**src/rtl/rtc_time_set_ctrl.sv**
```systemverilog
// Manual time-set sequencer for the HH:MM:SS counter: syncs switch/buttons,
// debounces with auto-repeat, edits a shadow time and commits it with a load.
// Ports: clock50MHz, resetn (async low), man_switch, push_button[2:0] (low),
//   cur_hh/mm/ss in; count_hold, set_load, set_hh/mm/ss, set_state out.
module rtc_time_set_ctrl #(
  parameter int TICK_DIV     = 50000,
  parameter int DB_SAMPLES   = 8,
  parameter int REPEAT_DELAY = 500,
  parameter int REPEAT_RATE  = 200
) (
  input  logic       clock50MHz,
  input  logic       resetn,
  input  logic       man_switch,
  input  logic [2:0] push_button,
  input  logic [4:0] cur_hh,
  input  logic [5:0] cur_mm,
  input  logic [5:0] cur_ss,
  output logic       count_hold,
  output logic       set_load,
  output logic [4:0] set_hh,
  output logic [5:0] set_mm,
  output logic [5:0] set_ss,
  output logic [1:0] set_state
);

  localparam int TW = $clog2(TICK_DIV + 1);
  localparam int RW = $clog2(REPEAT_DELAY + 1);
  localparam int DB = DB_SAMPLES;

  typedef enum logic [1:0] {
    RUN     = 2'b00,
    CAPTURE = 2'b01,
    SET     = 2'b10,
    COMMIT  = 2'b11
  } state_t;

  logic [1:0] sw_sync;
  logic [2:0] pb_s1;
  logic [2:0] pb_s2;
  logic       sw;
  logic [2:0] lvl;

  logic [TW-1:0] tick_cnt;
  logic          tick;

  logic [2:0][DB-1:0] sh, sh_n;
  logic [2:0][RW-1:0] rpt, rpt_n;
  logic [2:0]         db, db_n;
  logic [2:0]         evt, evt_n;

  state_t     state, state_n;
  logic [4:0] hh_n;
  logic [5:0] mm_n;
  logic [5:0] ss_n;

  assign sw  = sw_sync[1];
  assign lvl = ~pb_s2;

  always_ff @(posedge clock50MHz or negedge resetn) begin
    if (!resetn) begin
      sw_sync <= '0;
      pb_s1   <= '1;
      pb_s2   <= '1;
    end else begin
      sw_sync <= {sw_sync[0], man_switch};
      pb_s1   <= push_button;
      pb_s2   <= pb_s1;
    end
  end

  assign tick = (tick_cnt == TW'(TICK_DIV - 1));

  always_ff @(posedge clock50MHz or negedge resetn) begin
    if (!resetn) tick_cnt <= '0;
    else if (tick) tick_cnt <= '0;
    else tick_cnt <= tick_cnt + 1'b1;
  end

  // Repeat counter runs while the debounced level is held; reaching
  // the delay re-arms it so later repeats come every REPEAT_RATE ticks.
  always_comb begin
    sh_n  = sh;
    db_n  = db;
    rpt_n = rpt;
    evt_n = '0;
    if (tick) begin
      for (int i = 0; i < 3; i++) begin
        sh_n[i] = {sh[i][DB-2:0], lvl[i]};
        if (&sh_n[i]) db_n[i] = 1'b1;
        else if (~|sh_n[i]) db_n[i] = 1'b0;
        if (db_n[i] && !db[i]) begin
          evt_n[i] = 1'b1;
          rpt_n[i] = '0;
        end else if (db_n[i]) begin
          if (rpt[i] == RW'(REPEAT_DELAY - 1)) begin
            evt_n[i] = 1'b1;
            rpt_n[i] = RW'(REPEAT_DELAY - REPEAT_RATE);
          end else begin
            rpt_n[i] = rpt[i] + 1'b1;
          end
        end else begin
          rpt_n[i] = '0;
        end
      end
    end
  end

  always_ff @(posedge clock50MHz or negedge resetn) begin
    if (!resetn) begin
      sh  <= '0;
      db  <= '0;
      rpt <= '0;
      evt <= '0;
    end else begin
      sh  <= sh_n;
      db  <= db_n;
      rpt <= rpt_n;
      evt <= evt_n;
    end
  end

  always_comb begin
    state_n = state;
    hh_n    = set_hh;
    mm_n    = set_mm;
    ss_n    = set_ss;
    unique case (state)
      RUN: begin
        if (sw) state_n = CAPTURE;
      end
      CAPTURE: begin
        hh_n    = cur_hh;
        mm_n    = cur_mm;
        ss_n    = cur_ss;
        state_n = SET;
      end
      SET: begin
        if (evt[2]) hh_n = (set_hh == 5'd23) ? 5'd0 : set_hh + 5'd1;
        if (evt[1]) mm_n = (set_mm == 6'd59) ? 6'd0 : set_mm + 6'd1;
        if (evt[0]) ss_n = (set_ss == 6'd59) ? 6'd0 : set_ss + 6'd1;
        if (!sw) state_n = COMMIT;
      end
      COMMIT: begin
        state_n = RUN;
      end
      default: state_n = RUN;
    endcase
  end

  always_ff @(posedge clock50MHz or negedge resetn) begin
    if (!resetn) begin
      state      <= RUN;
      count_hold <= 1'b0;
      set_load   <= 1'b0;
      set_hh     <= '0;
      set_mm     <= '0;
      set_ss     <= '0;
    end else begin
      state      <= state_n;
      count_hold <= (state_n != RUN);
      set_load   <= (state_n == COMMIT);
      set_hh     <= hh_n;
      set_mm     <= mm_n;
      set_ss     <= ss_n;
    end
  end

  assign set_state = state;

endmodule
```
**config.mk**
```make
export PLATFORM = sky130hd
export DESIGN_NAME = rtc_time_set_ctrl
export DESIGN_NICKNAME = d
export VERILOG_FILES = /design/src/rtl/rtc_time_set_ctrl.sv
export SDC_FILE = /design/constraint.sdc
export NUM_CORES = 1
export LEC_CHECK = 0
export CAP_MARGIN = 10
export CELL_PAD_IN_SITES_DETAIL_PLACEMENT = 1
export CELL_PAD_IN_SITES_GLOBAL_PLACEMENT = 1
export CORE_ASPECT_RATIO = 0.8
export CORE_UTILIZATION = 40
export DETAILED_ROUTE_END_ITERATION = 10
export PLACE_DENSITY = 0.69
export SYNTH_ARGS = -nofsm -noshare
export SYNTH_HDL_FRONTEND = slang
export SYNTH_SLANG_ARGS = --single-unit
```
**constraint.sdc**
```tcl
create_clock -name clock50MHz -period 2.85 [get_ports clock50MHz]
set_input_delay 0.4275 -clock clock50MHz [delete_from_list [all_inputs] [get_ports clock50MHz]]
set_output_delay 0.4275 -clock clock50MHz [all_outputs]
set_load 0.005 [all_outputs]
```
### Word level (Yosys, flattened, before mapping)

Cells that the tools add are included.

| storage, ports and cells | value |
|---|---|
| word-level logic and storage cells | 99 |
| register bits | 99 |

| cells by class | value |
|---|---|
| reductions and logical operators | 18 |
| multiplexer cells | 41 |
| bitwise operators | 1 |
| equal/unequal tests | 14 |
| $add $sub $neg | 7 |

Operator list:

| kind | number |
|---|---|
| 2-to-1 mux 9 bit | 9 |
| adder 9 x 1 -> 9 bit (second input constant) | 3 |
| == test 9 bit (second input constant) | 3 |
| 2-to-1 mux 6 bit | 4 |
| one-hot mux 6 bit (2 select lines) | 2 |
| AND reduction 8 bit | 3 |
| OR reduction 8 bit | 3 |
| 2-to-1 mux 1 bit | 18 |
| adder 16 x 1 -> 16 bit (second input constant) | 1 |
| == test 16 bit (second input constant) | 1 |
| 2-to-1 mux 16 bit | 1 |
| adder 6 x 1 -> 6 bit (second input constant) | 2 |
| == test 6 bit (second input constant) | 2 |
| 2-to-1 mux 5 bit | 2 |
| one-hot mux 5 bit (2 select lines) | 1 |
| one-hot mux 2 bit (4 select lines) | 1 |
| == test 2 bit (second input constant) | 3 |
| inequality test 2 bit (second input constant) | 3 |
| AND reduction 2 bit | 3 |
| adder 5 x 1 -> 5 bit (second input constant) | 1 |
| == test 5 bit (second input constant) | 1 |
| 2-to-1 mux 2 bit | 2 |
| nonzero test 2 bit | 2 |
| logical AND 1 bit | 3 |
| other kinds (5) | 7 |

### Longest topological paths before layout

Gate-level depths: netlist of the first run.

| depth | value |
|---|---|
| depth in word-level cells | 8 |
| gate-level depth with buffers | 8 |
| depth with buffers taken out | 6 |

### Worst setup path after synthesis of the first run

OpenSTA, ideal clock, no wires.

| timing path | value |
|---|---|
| path kind | register -> register |
| start point | register rpt[9] in the netlist's numbering |
| end point | register rpt[13] in the netlist's numbering |
| library setup time | 122 ps |
| data arrival time | 1612 ps |
| clock period less this slack | 1734 ps |
| stages on the path, launching flop included | 7 |
| setup slack | 1116 ps |
| cells stage by stage | dfrtp_1 ha_1 nand2_1 or4_1 buf_2 a31o_2 a32o_1 |

| between the ends | value |
|---|---|
| word-level cells in the longest chain between the ends | 4 |
| elaborated cells on any way between the ends | 5 |
| those cells by class | add/sub (1); eq/ne (1); mux (3) |

Ends and longest elaborated chain:

| what | line | RTL |
|---|---|---|
| start: declaration | 47 | `logic [2:0][RW-1:0] rpt, rpt_n;` |
| start signal: assignment | 117 | `rpt <= rpt_n;` |
| adder 9 x 1 -> 9 bit / == test 9 bit (equally long branches) | 99, 95 |  |
| 2-to-1 mux 9 bit * | 95 | `if (rpt[i] == RW'(REPEAT_DELAY - 1)) begin` |
| 2-to-1 mux 9 bit * | 94 | `end else if (db_n[i]) begin` |
| 2-to-1 mux 9 bit * | 91 | `if (db_n[i] && !db[i]) begin` |

Every way passes the cells marked *; elsewhere a longest branch is shown, timed or not.
A chain may end at the register's enable or synchronous reset.

### Worst setup path after layout of the first run

| timing path | value |
|---|---|
| start point | register tick_cnt[0] |
| end point | register rpt[3] in the netlist's numbering |

| between the ends | value |
|---|---|
| word-level cells in the longest chain between the ends | 1 |

Ends and longest elaborated chain:

| what | line | RTL |
|---|---|---|
| start: declaration | 43 | `logic [TW-1:0] tick_cnt;` |
| start signal: assignment | 76 | `else tick_cnt <= tick_cnt + 1'b1;` |
| == test 16 bit | 71 | `assign tick = (tick_cnt == TW'(TICK_DIV - 1));` |

Every way passes these cells.

==> out/qor.yml, run 1 <==
postCtsSetupBuffers: 0
cts_tree: "done"
ff2ff_path_depth: 6
critPathMaxFanout: 67
drive_above_1_share: 0.0847
diodes: 0
critPathLaunch: "tick_cnt[0]$_DFF_PN0_"
track_usage: 0.202
grt_max_degree: 68
post-route-min-period_ns: 2.08
gp_congestion: 0.793
critPathKind: "register to register"
r2r-end: "rpt[3]$_DFFE_PN0N_"
violations: "DRC"
dpl.hpwl_mm: 8.03
synthFlopType: "dfrtp_1"
synthTopCellsByCount: "dfrtp_1 (93), nand2_1 (93), o21ai_0 (29), nor2_1 (28), nand3_1 (27)"
finalMaxSlewViolations: 0
slew_headroom: 0.549
synth_top_area_frac: 0.479
clockBufferDepth: 2
fmax_mhz: 481
cts_sinks: 99
peakVddDrop_uv: 330
io_pins: 44
grt-ovfl-total: 0
ant_nets: 0
arrival_ns: 2.32
hold_path_class: "input port to asynchronous set/reset pin"
async_flop_share: 1.00
fin_setup_tns_ns: 0
initial_core_util: 0.416
syn2layout_area_growth_pct: 18.5
yosysWarnings: 0
powerDensity_nw_per_um2: 699
synth_edf_count: 0
r2r_slack_ns: 0.77
avgRoutedWirePerCell_um: 16.7
fin_ws_ns: 0.771
nNetsFinal: 583
rows: 35
cts_buffers: 9
grt_pass1_vias: 4071
synth_largest_area_cell: "dfrtp_1"
drv_cap: 0
routed_wl_mm: 11.8
status: "finished with violations"
fillers: 1320
seq_area_frac_synth: 0.511
synth_area_per_cell_sq_um: 9.59
yosys_register_bits: 99
finalClockSkew_ns: 0.00877
syn_nets: 540
setup_viol: 0
fp.dieW_um: 125
worstMarginPinSlew_ns: 0.677
synth_area_sq_um: 4860
drt_iter0_markers: 218
finalCritPeriodShare: 0.729
seqCellArea_sq_um: 2480
required_ns: 3.09
core_sq_um: 11700
drt_pass1_iterations: 7
leakagePower_uw: 0.00246
port_buffers: 43
path_clk_slew_ns: 0.07
pre_cts_slack_ns: 0.778
grt_pass1_wl_mm: 20.4
ys_top_cells_by_area: "dfrtp_1 (48%), nand2_1 (7.2%), dfstp_2 (3.2%), o21ai_0 (3.0%), nand3_1 (2.8%)"
critPathLaunchType: "register"
multi_input_comb_area_sq_um: 2220
route.detailed.drc: 5
post_cts_resized: 0
critPathCapture: "rpt[3]$_DFFE_PN0N_"
h-tree-depth: 3
rsz0062_at_grt: "no"
hold_viol_final: 0
cts_root_buffer: "clkbuf_16"
die_h_um: 101
clock_latency_ns: 0.34
via_per_inst: 5.58
netlist_instances: 507
ys_types: 55
r2r-start: "tick_cnt[0]$_DFF_PN0_"
ctsHoldBuffers: 0
vias: 3923
dieArea_sq_um: 12600
grt_antenna_before_repair: 0
end_kind: "register"
==> state kept, by name (all words and copies together) (netlist names) <==
| signal | cells |
|---|---|
| pb_s1 | 3 |
| tick_cnt | 16 |
| set_state | 2 |
| sh | 21 |
| set_hh | 5 |
| set_mm | 6 |
| pb_s2 | 3 |
| db | 3 |
| set_load | 1 |
| evt | 3 |
| set_ss | 6 |
| rpt | 27 |
| count_hold | 1 |
| sw_sync | 2 |
==> logic make-up after synthesis <==
logic type / after synthesis / share of synthesized area
xor gates and xnor gates: 11 / 0.0198
buffers and inverters: 36 / 0.0327
adders and majority gates: 10 / 0.0257
DFF: 99 / 0.511
muxes: 13 / 0.0275
and+or+nand+nor: 224 / 0.228
AOI/OAI and AO/OA: 114 / 0.155
==> power by group <==
group	total (uW)	internal [uW]	switching, uW
Clock	1250	703	545
Sequential	1740	1560	179
Combinational	1040	546	492
==> per-stage QoR <==
step	cells	util	total power (uW)	hold WS [ns]	cell area, sq um
2_1_floorplan	507	-	2270	0.132	4860
3_3_place_gp	686	0.466	2760	0.337	5450
3_5_place_dp	686	0.466	2810	0.345	5450
4_1_cts	702	0.492	4080	0.116	5750
5_1_grt	703	0.493	4250	0.140	5760
6_report	703	0.493	4030	0.0968	5760
==> area by class of cell <==
cell class,count,area share
Timing Repair Buffer,53,0.0891
Tap cell,148,0.0322
Clock buffer,10,0.0415
Inverter,15,0.00978
Clock inverter,6,0.0113
Sequential cell,99,0.431
Multi-Input combinational cell,372,0.385
==> routing by layer <==
layer,GRT usage,vias to the layer above,wire length (um)
met5,0,-,0
met4,0.0488,0,77
met3,0.0478,8,320
met2,0.339,53,5630
met1,0.266,1961,5740
li1,-,1901,-
==> worst min-delay path by stage <==
| stage | from | slack [ns] | endpoint | depth (start not counted) |
|---|---|---|---|---|
| CTS | resetn | 0.12 | set_ss[5]$_DFFE_PN0P_ | 1 |
| floorplan | resetn | 0.13 | count_hold$_DFF_PN0_ | 0 |
| detailed placement | sw_sync[0]$_DFF_PN0_ | 0.34 | sw_sync[1]$_DFF_PN0_ | 0 |
| global placement | sw_sync[0]$_DFF_PN0_ | 0.34 | sw_sync[1]$_DFF_PN0_ | 0 |
| global route | resetn | 0.14 | set_ss[5]$_DFFE_PN0P_ | 1 |
| finish | resetn | 0.1 | set_ss[5]$_DFFE_PN0P_ | 1 |
==> cells in the final DEF, fill, tap and decap left out, types with 6 or more instances in the layout <==
master           instances
nand4_1                 12
a211oi_1                 7
clkdlybuf4s50_1         42
a21oi_1                 26
buf_4                    9
a32o_1                   6
and2_1                   7
nand3_1                 27
o21ai_0                 29
nor2_1                  28
inv_1                   15
nor2b_1                 12
ha_1                    10
mux2i_1                 10
nor3_1                   9
dfrtp_1                 93
dfstp_2                  6
nand2_1                 93
xnor2_1                  6
clkbuf_16                9
==> worst max-delay path, stage by stage, from the launching register on <==
cell and delay, ns:
dfrtp_1 0.42, ha_1 0.26, nand3_1 0.14, nand4b_1 0.13
buf_4 0.55, o21ai_0 0.20, a221oi_1 0.26
Power figures use the tool's default switching activity.
==> run 2, diff against run 1 <==
==> constraint.sdc (replaced) <==
create_clock -name clock50MHz -period 2.11 [get_ports clock50MHz]
set_input_delay 0.3165 -clock clock50MHz [delete_from_list [all_inputs] [get_ports clock50MHz]]
set_output_delay 0.3165 -clock clock50MHz [all_outputs]
set_load 0.005 [all_outputs]
==> out/qor.yml, run 2 (synthesized netlist as in run 1, its figures left out) <==
arrival_ns: 2.16  # -0.16 ns
fin_setup_tns_ns: 0  # unchanged
worstMarginPinSlew_ns: 0.909  # +0.232 ns
multi_input_comb_area_sq_um: 2220  # unchanged
finalClockSkew_ns: 0.00583  # -0.00294 ns
die_h_um: 101  # unchanged
path_clk_slew_ns: 0.07  # about the same
clockBufferDepth: 2  # unchanged
syn2layout_area_growth_pct: 20.2
switchingPower_uw: 1650  # +35%
io_pins: 44  # unchanged
violations: "DRC"
avgRoutedWirePerCell_um: 16.4  # -1.7%
initial_core_util: 0.416  # unchanged
hold_viol_final: 0  # unchanged
drv_cap: 0  # unchanged
port_buffers: 43  # unchanged
critical_path.max_stage_delay_ns: 0.62  # +0.07 ns
power_frac_seq: 0.442  # +0.010
grt_antenna_before_repair: 0  # unchanged
cp_slowest_cell: "or4_1"
leakagePower_uw: 0.00251  # +1.7%
ant_nets: 0  # unchanged
cts_buffers: 9  # unchanged
critPathMaxFanout: 6  # -91%
min_path_cells: 0
fillers: 1339  # +1.4%
cts_tree: "done"
setup_viol: 0  # unchanged
drt_iter0_markers: 201  # -7.8%
critPathLaunchType: "register"
p_sw_frac: 0.309  # +0.00734
power.share.clock: 0.293  # -0.017
cts_sinks: 99  # unchanged
cts_root_buffer: "clkbuf_16"
peakVddDrop_uv: 442  # +34%
reg_top3: "rpt x27, sh x21, tick_cnt x16"
vias: 3944  # +0.54%
seqCellArea_sq_um: 2480  # unchanged
nNetsFinal: 590  # +1.2%
critical-path-top-delay-family: "simple AND/OR/NAND/NOR gates"
route.detailed.drc: 5  # unchanged
diodes: 0  # unchanged
critPathKind: "register to register"
core_sq_um: 11700  # unchanged
routed_wl_mm: 11.7  # -0.76%
hold_path_class: "register to register"
p_int_uw: 3680  # +31%
cp_num_cells: 5  # -1
gp_congestion: 0.801  # +0.98%
dieArea_sq_um: 12600  # unchanged
drt_pass1_iterations: 7  # unchanged
powerDensity_nw_per_um2: 912  # +30%
slew_headroom: 0.389  # -0.160
whs_ns: 0.356  # +0.259 ns
finalMaxSlewViolations: 0  # unchanged
post-route-min-period_ns: 1.93  # -0.150 ns
post_cts_resized: 0  # unchanged
pre_cts_slack_ns: 0.179  # -0.599 ns
dpl.hpwl_mm: 8.33  # +3.8%
largest_register_ffs: 27  # unchanged
end_kind: "register"
rows: 35  # unchanged
via_per_inst: 5.55  # -0.46%
grt-ovfl-total: 0  # unchanged
grt_max_degree: 45  # -34%
p_comb_frac: 0.266  # +0.008
ff2ff_path_depth: 5  # -1
h-tree-depth: 3  # unchanged
fp.dieW_um: 125  # unchanged
required_ns: 2.34  # -0.75 ns
layout_common_cells: "nand2_1 (93), dfrtp_1 (93), clkdlybuf4s50_1 (42)"
cp_cell_sequence: "ha_1, nand2_1, or4_1, and2_1, a32o_1"
top_register: "rpt"
drive_above_1_share: 0.0925  # +0.00784
grt_pass1_wl_mm: 20.4  # +0.10%
track_usage: 0.203  # +0.00151
report.power.total_uw: 5330  # +32%
grt_pass1_vias: 4067  # -0.098%
status: "finished with violations"
finalCritPeriodShare: 0.914  # +0.185
fin_ws_ns: 0.181  # -0.590 ns
fmax_mhz: 518  # +7.8%
clock_latency_ns: 0.34  # about the same
rsz0062_at_grt: "no"
path_buf_inv: 0  # -1
## run 2: per-stage QoR
stage                      util  cell area [sq um]  std cells
final                     0.500               5840        710
after global routing      0.500               5840        710
after CTS                 0.500               5840        710
after detailed placement  0.475               5550        693
after global placement    0.475               5550        693
after floorplan               -               4860        507
## run 2: power groups by stage
stage | logic (uW) | registers (uW) | clock network, uW
6_report | 1410 | 2350 | 1560
5_1_grt | 1600 | 2390 | 1680
4_1_cts | 1440 | 2350 | 1620
3_5_place_dp | 1440 | 2380 | 0
3_3_place_gp | 1390 | 2380 | 0
2_1_floorplan | 725 | 2350 | 0
## run 2: final timing paths
path                                    start               endpoint  slack [ns]
setup / recovery           rpt[9]$_DFFE_PN0N_    rpt[13]$_DFFE_PN0N_        0.18
hold / removal             pb_s1[2]$_DFF_PN1_     pb_s2[2]$_DFF_PN1_        0.36
setup reg to reg           rpt[9]$_DFFE_PN0N_    rpt[13]$_DFFE_PN0N_        0.18
hold reg to reg            pb_s1[2]$_DFF_PN1_     pb_s2[2]$_DFF_PN1_        0.36
max in group asynchronous              resetn     pb_s2[1]$_DFF_PN1_        0.98
min in group asynchronous              resetn  set_ss[5]$_DFFE_PN0P_        0.49
## run 2: metal layers
layer,part of all wire,track usage,vias to the layer above
met2,0.47,0.343,59
met4,0.0083,0.0507,0
met1,0.49,0.272,1961
met5,0,0,-
li1,-,-,1915
met3,0.027,0.0387,9
## run 2: final cells by class
cell class | instances | area share
multi-input cells | 372 | 0.379
well taps | 148 | 0.0317
clock buffers | 10 | 0.0392
inverters | 15 | 0.00964
repair buffers | 60 | 0.106
flip-flops and latches | 99 | 0.425
clock inverters | 6 | 0.00857
## run 2: repair_timing
action,in CTS,in global routing
hold buffers,1,0
setup buffers,0,0
hold endpoints to repair,35,0
==> run 3, diff against run 2 <==
--- a/config.mk
+++ b/config.mk
@@ -6,12 +6,10 @@
 export NUM_CORES = 1
 export LEC_CHECK = 0
 export CAP_MARGIN = 10
-export CELL_PAD_IN_SITES_DETAIL_PLACEMENT = 1
-export CELL_PAD_IN_SITES_GLOBAL_PLACEMENT = 1
 export CORE_ASPECT_RATIO = 0.8
 export CORE_UTILIZATION = 40
 export DETAILED_ROUTE_END_ITERATION = 10
-export PLACE_DENSITY = 0.69
+export PLACE_DENSITY = 0.56
 export SYNTH_ARGS = -nofsm -noshare
 export SYNTH_HDL_FRONTEND = slang
 export SYNTH_SLANG_ARGS = --single-unit
==> out/qor.yml, run 3 (synthesized netlist as in run 1, its figures left out) <==
grt-ovfl-total: 0  # unchanged
clock_latency_ns: 0.33  # about the same
port_buffers: 43  # unchanged
h-tree-depth: 3  # unchanged
fillers: 1063  # -21%
avgRoutedWirePerCell_um: 13.9  # -15%
rsz0062_at_grt: "no"
arrival_ns: 2.14  # -0.02 ns
core_sq_um: 11700  # unchanged
dpl.hpwl_mm: 6.79  # -19%
die_h_um: 101  # unchanged
cts_root_buffer: "clkbuf_16"
status: "finished with violations"
syn2layout_area_growth_pct: 19.3
vias: 3805  # -3.5%
cp_cell_sequence: "nor4bb_1, nand4b_1, buf_4, a31o_2, a32o_1"
required_ns: 2.33  # about the same
grt_max_degree: 46  # +2.2%
clockBufferDepth: 2  # unchanged
pre_cts_slack_ns: 0.210  # +0.0318 ns
grt_antenna_before_repair: 0  # unchanged
routed_wl_mm: 9.84  # -16%
postLayoutCoreUtil: 0.496  # -0.00374
drv_cap: 0  # unchanged
critPathMaxFanout: 22  # +16
postCtsSetupBuffers: 0  # unchanged
drt_iter0_markers: 233  # +16%
path_clk_slew_ns: 0.07  # about the same
fmax_mhz: 520  # +0.39%
route.detailed.drc: 5  # unchanged
top_register: "rpt"
initial_core_util: 0.416  # unchanged
drive_above_1_share: 0.0824  # -0.0101
rows: 35  # unchanged
dieArea_sq_um: 12600  # unchanged
finalMaxSlewViolations: 0  # unchanged
hold_path_class: "register to register"
critPathLaunchType: "register"
peakVddDrop_uv: 406  # -8.1%
cts_sinks: 99  # unchanged
track_usage: 0.167  # -0.0358
cts_tree: "done"
powerDensity_nw_per_um2: 901  # -1.1%
leakagePower_uw: 0.00249  # -0.53%
violations: "DRC"
critical-path-top-delay-family: "simple AND/OR/NAND/NOR gates"
ant_nets: 0  # unchanged
cp_slowest_cell: "nor4bb_1"
via_per_inst: 5.39  # -3.0%
cts_buffers: 9  # unchanged
setup_viol: 0  # unchanged
report.power.total_uw: 5220  # -1.9%
fin_setup_tns_ns: 0  # unchanged
fp.dieW_um: 125  # unchanged
grt_pass1_vias: 3624  # -11%
diodes: 0  # unchanged
largest_register_ffs: 27  # unchanged
hold_viol_final: 0  # unchanged
end_kind: "register"
post-route-min-period_ns: 1.92  # -0.00758 ns
nNetsFinal: 586  # -0.68%
reg_top3: "rpt x27, sh x21, tick_cnt x16"
critical_path.max_stage_delay_ns: 0.44  # -0.18 ns
worstMarginPinSlew_ns: 1.05  # +0.136 ns
finalClockSkew_ns: 0.00686  # +0.00103 ns
fin_ws_ns: 0.189  # +0.00758 ns
gp_congestion: 0.845  # +5.6%
slew_headroom: 0.297  # -0.0918
drt_pass1_iterations: 8  # +1
critPathKind: "register to register"
path_buf_inv: 1  # +1
io_pins: 44  # unchanged
finalCritPeriodShare: 0.911  # -0.00359
grt_pass1_wl_mm: 17.0  # -17%
layout_common_cells: "nand2_1 (93), dfrtp_1 (93), clkdlybuf4s50_1 (42)"
run 3: cell count changes in the layout (fill, tap and decap cells not counted), moves of 2 or more:
cell        change
buf_4           -4
clkinvlp_4      -4
clkinv_2        +3
clkbuf_1        +2
run 3: layout make-up:
type	count	area, sq um	area share
Tap cell	148	185	0.0319
Timing Repair Buffer	56	591	0.102
Inverter	15	56.3	0.00971
Multi-Input combinational cell	372	2220	0.382
Clock inverter	3	15.0	0.00259
Sequential cell	99	2480	0.429
Clock buffer	13	250	0.0432
run 3: report_power, final:
part           switching [uW]  internal (uW)  leakage [uW]
clock                     673            828      0.000133
combinational             627            758       0.00107
sequential                230           2110       0.00129
total                    1530           3700       0.00249
run 3: layer usage:
metal  GRT usage  wire length [um]  part of all wire
met5           0                 0                 0
met1       0.228              4970              0.51
met4      0.0469                77            0.0078
met2       0.269              4440              0.45
met3      0.0393               353             0.036
run 3: timing repair:
| item | 4_1_cts | 5_1_grt |
|---|---|---|
| gates resized for setup | 0 | 0 |
| hold buffers | 1 | 0 |
| setup endpoints to repair | 0 | 0 |
| hold endpoints to repair | 29 | 0 |
run 3: worst paths after layout:
check / startpoint / end / slack [ns] / cells after the start
worst min-delay path: pb_s1[2]$_DFF_PN1_ / pb_s2[2]$_DFF_PN1_ / 0.35 / 0
max in group asynchronous: resetn / pb_s1[1]$_DFF_PN1_ / 1.01 / 3
worst min register to register: pb_s1[2]$_DFF_PN1_ / pb_s2[2]$_DFF_PN1_ / 0.35 / 0
min in group asynchronous: resetn / set_ss[2]$_DFFE_PN0P_ / 0.47 / 2
worst max register to register: tick_cnt[12]$_DFF_PN0_ / rpt[22]$_DFFE_PN0N_ / 0.19 / 5
worst max-delay path: tick_cnt[12]$_DFF_PN0_ / rpt[22]$_DFFE_PN0N_ / 0.19 / 5
run 3: per-stage QoR:
stage / area (sq um) / hold slack [ns] / instances
3_3_place_gp: 5520 / 0.304 / 689
5_1_grt: 5800 / 0.361 / 706
4_1_cts: 5800 / 0.357 / 706
2_1_floorplan: 4860 / 0.0209 / 507
6_report: 5800 / 0.355 / 706
3_5_place_dp: 5520 / 0.302 / 689
